===== config.mk =====
export PLATFORM = sky130hd
export DESIGN_NAME = prog_loader
export DESIGN_NICKNAME = d
export VERILOG_FILES = /design/src/rtl/prog_loader.sv
export SDC_FILE = /design/constraint.sdc
export NUM_CORES = 1
export LEC_CHECK = 0
export CORE_ASPECT_RATIO = 1.75
export CORE_MARGIN = 2
export CORE_UTILIZATION = 30
export DETAILED_ROUTE_END_ITERATION = 16
export SYNTH_ARGS = -nofsm -noshare
export SYNTH_HDL_FRONTEND = slang
export SYNTH_SLANG_ARGS = --single-unit

===== constraint.sdc =====
create_clock -name i_clk -period 5.5 [get_ports i_clk]
set_input_delay 0.825 -clock i_clk [delete_from_list [all_inputs] [get_ports i_clk]]
set_output_delay 0.825 -clock i_clk [all_outputs]
set_load 0.1 [all_outputs]

===== src/rtl/prog_loader.sv =====
// Program loader: assembles a byte stream into 16-bit instructions (high byte first)
// and writes them to sequential program-memory addresses, holding the CPU in reset until a HLT lands.
module prog_loader #(
  parameter int                DATA_W = 16,
  parameter int                ADDR_W = 11,
  parameter int                OPBTS  = 5,
  parameter logic [OPBTS-1:0]  HLT_OP = '0
) (
  input  logic              i_clk,
  input  logic              i_rst,
  input  logic              i_start,
  input  logic [7:0]        i_rx_data,
  input  logic              i_rx_valid,
  output logic              o_rx_ready,
  output logic              o_mem_we,
  output logic [ADDR_W-1:0] o_mem_addr,
  output logic [DATA_W-1:0] o_mem_data,
  output logic              o_busy,
  output logic              o_done,
  output logic              o_err,
  output logic [ADDR_W:0]   o_prog_len,
  output logic              o_cpu_rst
);

  // state     | meaning
  // S_IDLE    | waiting for i_start, stream not consumed
  // S_WAIT_HI | waiting for the high byte of the next instruction
  // S_WAIT_LO | waiting for the low byte
  // S_WRITE   | one-cycle memory write of the assembled word
  // S_DONE    | HLT written, CPU released
  // S_ERROR   | memory filled without a HLT
  typedef enum logic [2:0] {
    S_IDLE, S_WAIT_HI, S_WAIT_LO, S_WRITE, S_DONE, S_ERROR
  } state_t;

  localparam logic [ADDR_W-1:0] ADDR_LAST = {ADDR_W{1'b1}};

  state_t              r_state, w_state;
  logic [7:0]          r_hi, w_hi;
  logic [ADDR_W-1:0]   r_addr, w_addr;
  logic [ADDR_W:0]     r_prog_len, w_prog_len;
  logic                r_rx_ready, w_rx_ready;
  logic                r_mem_we, w_mem_we;
  logic [ADDR_W-1:0]   r_mem_addr, w_mem_addr;
  logic [DATA_W-1:0]   r_mem_data, w_mem_data;
  logic                r_busy, w_busy;
  logic                r_done, w_done;
  logic                r_err, w_err;
  logic                r_cpu_rst, w_cpu_rst;
  logic                w_xfer;
  logic [OPBTS-1:0]    w_opcode;

  // r_rx_ready is high exactly in the WAIT states, so it doubles as the handshake qualifier
  assign w_xfer   = r_rx_ready & i_rx_valid;
  assign w_opcode = r_mem_data[DATA_W-1 -: OPBTS];

  always_comb begin
    w_state    = r_state;
    w_hi       = r_hi;
    w_addr     = r_addr;
    w_prog_len = r_prog_len;
    w_mem_we   = 1'b0;
    w_mem_addr = r_mem_addr;
    w_mem_data = r_mem_data;

    case (r_state)
      S_IDLE, S_DONE, S_ERROR: begin
        if (i_start) begin
          w_state    = S_WAIT_HI;
          w_addr     = '0;
          w_prog_len = '0;
        end
      end
      S_WAIT_HI: begin
        if (w_xfer) begin
          w_hi    = i_rx_data;
          w_state = S_WAIT_LO;
        end
      end
      S_WAIT_LO: begin
        if (w_xfer) begin
          w_mem_data = {r_hi, i_rx_data};
          w_mem_addr = r_addr;
          w_mem_we   = 1'b1;
          w_state    = S_WRITE;
        end
      end
      S_WRITE: begin
        w_prog_len = r_prog_len + (ADDR_W+1)'(1);
        if (r_addr != ADDR_LAST) w_addr = r_addr + ADDR_W'(1);
        if (w_opcode == HLT_OP)       w_state = S_DONE;
        else if (r_addr == ADDR_LAST) w_state = S_ERROR;
        else                          w_state = S_WAIT_HI;
      end
      default: w_state = S_IDLE;
    endcase

    // Status outputs are decoded from the next state so they line up with the registered state
    w_rx_ready = (w_state == S_WAIT_HI) || (w_state == S_WAIT_LO);
    w_busy     = (w_state == S_WAIT_HI) || (w_state == S_WAIT_LO) || (w_state == S_WRITE);
    w_done     = (w_state == S_DONE);
    w_err      = (w_state == S_ERROR);
    w_cpu_rst  = (w_state != S_DONE);
  end

  always_ff @(posedge i_clk or posedge i_rst) begin
    if (i_rst) begin
      r_state    <= S_IDLE;
      r_hi       <= '0;
      r_addr     <= '0;
      r_prog_len <= '0;
      r_rx_ready <= 1'b0;
      r_mem_we   <= 1'b0;
      r_mem_addr <= '0;
      r_mem_data <= '0;
      r_busy     <= 1'b0;
      r_done     <= 1'b0;
      r_err      <= 1'b0;
      r_cpu_rst  <= 1'b1;
    end else begin
      r_state    <= w_state;
      r_hi       <= w_hi;
      r_addr     <= w_addr;
      r_prog_len <= w_prog_len;
      r_rx_ready <= w_rx_ready;
      r_mem_we   <= w_mem_we;
      r_mem_addr <= w_mem_addr;
      r_mem_data <= w_mem_data;
      r_busy     <= w_busy;
      r_done     <= w_done;
      r_err      <= w_err;
      r_cpu_rst  <= w_cpu_rst;
    end
  end

  assign o_rx_ready = r_rx_ready;
  assign o_mem_we   = r_mem_we;
  assign o_mem_addr = r_mem_addr;
  assign o_mem_data = r_mem_data;
  assign o_busy     = r_busy;
  assign o_done     = r_done;
  assign o_err      = r_err;
  assign o_prog_len = r_prog_len;
  assign o_cpu_rst  = r_cpu_rst;

endmodule


* Word level (Yosys, flattened, before mapping) *
Cells that the tools add are included.
Widths: inputs -> output; s select.

operators by class
  $add $sub $neg = 2
  equal/unequal tests = 15
  muxes and demuxes = 13
  bitwise logic cells = 1
  reduce and logical (&&, ||, !) cells = 10

operators by type and width
  cell                   count
  $pmux 12 s2            1
  $mux 11                2
  $pmux 11 s2            1
  $mux 3                 5
  $add 12x1->12 const B  1
  $eq 3x2->1 const B     4
  $eq 3x3->1 const B     4
  $mux 12                1
  $pmux 3 s4             1
  $add 11x1->11 const B  1
  $eq 11x11->1 const B   1
  $ne 11x11->1 const B   1
  $eq 3x1->1 const B     2
  $reduce_and 2->1       3
  $logic_not 5->1        1
  $ne 2x2->1 const B     2
  $logic_not 3->1        1
  $ne 3x3->1 const B     1
  $reduce_and 3->1       1
  $reduce_or 3->1        1
  $logic_or 1x1->1       2
  $mux 1                 2
  $reduce_bool 2->1      1
  $and 1x1->1            1

word-level totals
  register bits after elaboration = 67
  bits of input ports = 12
  output and inout bits = 45
  logic and storage cells = 53

* Logic depth before layout (Yosys ltp) *
  depth after elaboration = 7
  gate-level depth with buffers = 6
  mapped depth without buffers = 6

* Least setup slack after synthesis *
No wires, ideal clock.

  kind = reg-to-reg
  start point = register r_rx_ready (netlist: o_rx_ready)
  end point = register r_mem_data[13] (netlist: o_mem_data[13])
  library setup time = 0.126 ns
  arrival time = 2.125 ns
  required time = 5.374 ns
  setup slack = 3.249 ns
  stages on the path, launching flop included = 6
  buffers on the path = 2
  period minus slack after synthesis = 2.251 ns
  cell sequence = dfrtp_1 nand2_1 nor3_1 buf_2 buf_2 mux2_2

between the ends
  longest elaborated chain between the ends = 2

ends and longest elaborated chain
  item                               line  source
  from (decl)                        42    logic r_rx_ready, w_rx_ready;
  from (signal assigned)             125   r_rx_ready <= w_rx_ready;
  $and 1x1->1                        54    assign w_xfer = r_rx_ready & i_rx_valid;
  $reduce_and 2->1 (no source line)  --
  to (signal assigned)               128   r_mem_data <= w_mem_data;
  to (decl)                          45    logic [DATA_W-1:0] r_mem_data, w_mem_data;

No other way between the ends.
A chain may end at the register's enable or synchronous reset.

* Final worst setup path *
  start point = register r_prog_len[2] (netlist: o_prog_len[2])
  end point = output o_prog_len[2]

RTL lines
  item                    line  source
  from (decl)             41    logic [ADDR_W:0] r_prog_len, w_prog_len;
  from (signal assigned)  124   r_prog_len <= w_prog_len;
  to (decl)               21    output logic [ADDR_W:0] o_prog_len,

No word-level cell between the ends.

==> results.yml <==
drt:
  dr_total_vias: 2077
  drt_iter0_drc: 58
  post_dr_wirelength_cell_um: 14.8
  drt-vias-per-instance: 4.96
  wl_um: 6190
  dr_wl_met2_um: 3380
  wirelength_met1_um: 2380
  detail_route.drc_violations: 0
  highest_layer: "met4"
  antenna_nets_post_route: 0
  detailroute.wirelength.met3_um: 292
  drt_pre_antenna_iters: 4
global_route:
  grt_pass1_wl_um: 10600
  grt.overflow.total: 0
  pin_count_of_the_biggest_net_entering_global_routing: 68
  first_global_vias: 2189
  antenna_found_initial: 0
  grtUsageTotal_pct: 13.1
clock_network:
  cts_hold_buf: 0
  worstSkewPairLatency_ns: 0.33
  post_cts_repair_timing_setup_buffer_count: 0
  cts_buffers: 9
  ctsLongestPathBuffers: 2
  cts.sinks: 67
  post_cts_resize_count: 0
  tritoncts: "done"
  h-tree-depth: 3
  path_clk_slew_ns: 0.06
  clock_tree.root_cell: "sky130_fd_sc_hd__clkbuf_16"
die:
  initial_cell_density_of_the_core_pct: 30.6
  die_height_um: 133
  row_count: 47
  core_area_sq_mm: 0.00935
  die_w_um: 77.8
  design.portCount: 57
  design.die.area_sq_mm: 0.0104
flow_run:
  maxCapViolations: 0
finish:
  instances_no_fill: 419
  num-nets-final: 306
  final_cell_utilization_of_the_core_pct: 41.1
  count_of_antenna_diodes_in_the_layout: 0
  area.growth.synth_to_final_pct: 34.4
  drive_gt1_share_pct: 20.2
synthesis:
  yosys-top-cells-area: "sky130_fd_sc_hd__dfrtp_1 (58%), sky130_fd_sc_hd__mux2_2 (14%), sky130_fd_sc_hd__nand2_1 (2.4%)"
  postSynthRegisterBits: 67
  synthesis.yosys.warnings: 0
  mappedNetlistArea_sq_mm: 0.00286
  syn_area_per_cell_sq_um: 12.3
  yosysSeqAreaShare_pct: 58.6
  net_count_synth: 246
  synth.top_cell.area_share_pct: 57.7
  synthCells: 232
  biggest_area_consumer_among_synthesized_cells: "sky130_fd_sc_hd__dfrtp_1"
  ys_types: 42
placed_design:
  pre_cts_slack_ns: 2.49
  numPlacedInstances: 403
  portBuffers: 56
  routabilityCongestion: 0.777
  detailed_place_hpwl_um: 4330
timing:
  fmaxAchievable_mhz: 356
  max_slew_margin_pct: 33.4
  slew_violations: 0
  grt_setup_unrepaired: "no"
  min_period_ns: 2.81
  final_hold_violations: 0
  final.setup_skew_ns: 0.00528
  final.setup.tns_ns: 0
  finalCritPeriodShare_pct: 51.1
  worst_slew_pin_slew_ns: 0.996
  setup_slack_ns: 2.69
  count_of_endpoints_failing_setup_in_the_final_report: 0
critical_path:
  timing.critical_path.arrival_ns: 1.99
  crit_family: "buffers and inverters"
  worstPathMaxFanout: 8
  critical_path_class: "reg2out"
  critPathRequiredTime_ns: 4.68
  critPathSlowestCell: "sky130_fd_sc_hd__clkdlybuf4s50_1"
  path_cells: "clkdlybuf4s50_1"
  timing.critical_path.from_type: "register"
  critPathBufInv: 1
  worstSetupEndpointType: "primary output"
  crit_path_max_incr_delay_ns: 1.18
run_status:
  status: "finished clean"
worst_hold_path:
  worstHoldPathType: "reg2reg"
[sequential cells by signal, indices dropped and copies added, names as in the netlist, 3 cells and up]
name / flops
r_state: 3
o_mem_data: 16
r_addr: 11
o_prog_len: 12
r_hi: 8
o_mem_addr: 11
[layer usage]
metal / GRT usage, % / up-vias
met1: 13.8 / 1036
li1: - / 984
met5: 0 / -
met2: 22.9 / 48
met4: 6.55 / 0
met3: 4.61 / 9
[worst paths after layout]
| path | from | cells past startpoint | slack, ns | to |
|---|---|---|---|---|
| worst max-delay path | o_prog_len[2] | 1 | 2.69 | o_prog_len[2] |
| worst min-delay path | o_prog_len[11] | 1 | 0.47 | o_prog_len[11] |
| worst max register to register | r_addr[0] | 6 | 3.24 | o_rx_ready |
| worst min register to register | o_prog_len[11] | 1 | 0.47 | o_prog_len[11] |
| max in group asynchronous | i_rst | 3 | 3.89 | o_err |
| min in group asynchronous | i_rst | 3 | 1.07 | o_mem_addr[8] |
[layout make-up]
cell class	count	area, sq um
clock buffer	9	225
clock inverter	7	68.8
fill	890	5500
inverter	6	22.5
multi-input combinational	150	1120
sequential	67	1680
tap	122	153
timing repair buffer	58	576
[logic make-up (layout without fill, tap and decap cells)]
group           Yosys count  after routing  synth area share, %
fa+ha+maj                 2              2                0.874
flops                    67             67                 58.6
simple gates             60             60                 12.1
compound gates           50             50                 11.3
buf+inv                  15             80                 2.32
mux                      38             38                 14.8
[through the flow]
stage               hold slack, ns  instance area (sq um)
detailed placement           0.469                   3550
CTS                          0.477                   3850
global route                 0.503                   3850
global placement             0.466                   3550
floorplan                    0.475                   2860
finish                       0.472                   3850
[Yosys cell counts]
| cell type | count |
|---|---|
| sky130_fd_sc_hd__o211ai_1 | 5 |
| sky130_fd_sc_hd__or4_1 | 2 |
| sky130_fd_sc_hd__ha_1 | 2 |
| sky130_fd_sc_hd__mux2i_1 | 3 |
| sky130_fd_sc_hd__and2_1 | 3 |
| sky130_fd_sc_hd__o311ai_0 | 1 |
| sky130_fd_sc_hd__dfstp_2 | 1 |
| sky130_fd_sc_hd__nor3_1 | 6 |
| sky130_fd_sc_hd__nand4_1 | 6 |
| sky130_fd_sc_hd__nand3_2 | 1 |
| sky130_fd_sc_hd__mux2_2 | 35 |
| sky130_fd_sc_hd__and4_1 | 2 |
| sky130_fd_sc_hd__a22o_1 | 1 |
| sky130_fd_sc_hd__a211oi_1 | 2 |
| sky130_fd_sc_hd__o41ai_1 | 1 |
| sky130_fd_sc_hd__nand2b_1 | 2 |
| sky130_fd_sc_hd__nand2_1 | 18 |
| sky130_fd_sc_hd__or3_1 | 2 |
| sky130_fd_sc_hd__o32ai_1 | 1 |
| sky130_fd_sc_hd__nand4_2 | 1 |
| sky130_fd_sc_hd__and3_1 | 3 |
| sky130_fd_sc_hd__o31ai_1 | 9 |
| sky130_fd_sc_hd__buf_1 | 1 |
| sky130_fd_sc_hd__a41oi_1 | 2 |
| sky130_fd_sc_hd__nand3_1 | 2 |
| sky130_fd_sc_hd__inv_1 | 6 |
| sky130_fd_sc_hd__a31oi_1 | 2 |
| sky130_fd_sc_hd__buf_2 | 5 |
| sky130_fd_sc_hd__nor2_1 | 3 |
| sky130_fd_sc_hd__nor2b_1 | 3 |
| sky130_fd_sc_hd__nand3b_1 | 1 |
| sky130_fd_sc_hd__o21a_1 | 2 |
| sky130_fd_sc_hd__buf_4 | 1 |
| sky130_fd_sc_hd__a211o_1 | 1 |
| sky130_fd_sc_hd__and3b_1 | 1 |
| sky130_fd_sc_hd__dfrtp_1 | 66 |
| sky130_fd_sc_hd__a21oi_1 | 10 |
| sky130_fd_sc_hd__nor3b_1 | 1 |
| sky130_fd_sc_hd__clkbuf_1 | 2 |
| sky130_fd_sc_hd__nand4b_1 | 1 |
| sky130_fd_sc_hd__o21ai_0 | 13 |
| sky130_fd_sc_hd__nor3_2 | 2 |
[layout by cell type, fill, tap and decap left out, types with 5 or more instances in the layout]
cell,instances
sky130_fd_sc_hd__clkdlybuf4s50_1,56
sky130_fd_sc_hd__nand2_1,18
sky130_fd_sc_hd__clkbuf_16,9
sky130_fd_sc_hd__o211ai_1,5
sky130_fd_sc_hd__nand4_1,6
sky130_fd_sc_hd__dfrtp_1,66
sky130_fd_sc_hd__inv_1,5
sky130_fd_sc_hd__o21ai_0,13
sky130_fd_sc_hd__mux2_2,35
sky130_fd_sc_hd__a21oi_1,10
sky130_fd_sc_hd__nor3_1,5
sky130_fd_sc_hd__o31ai_1,9
Power is left out: the tool's default activity adds up to more than one toggle a clock period on the data nets, which glitch-free logic cannot reach.
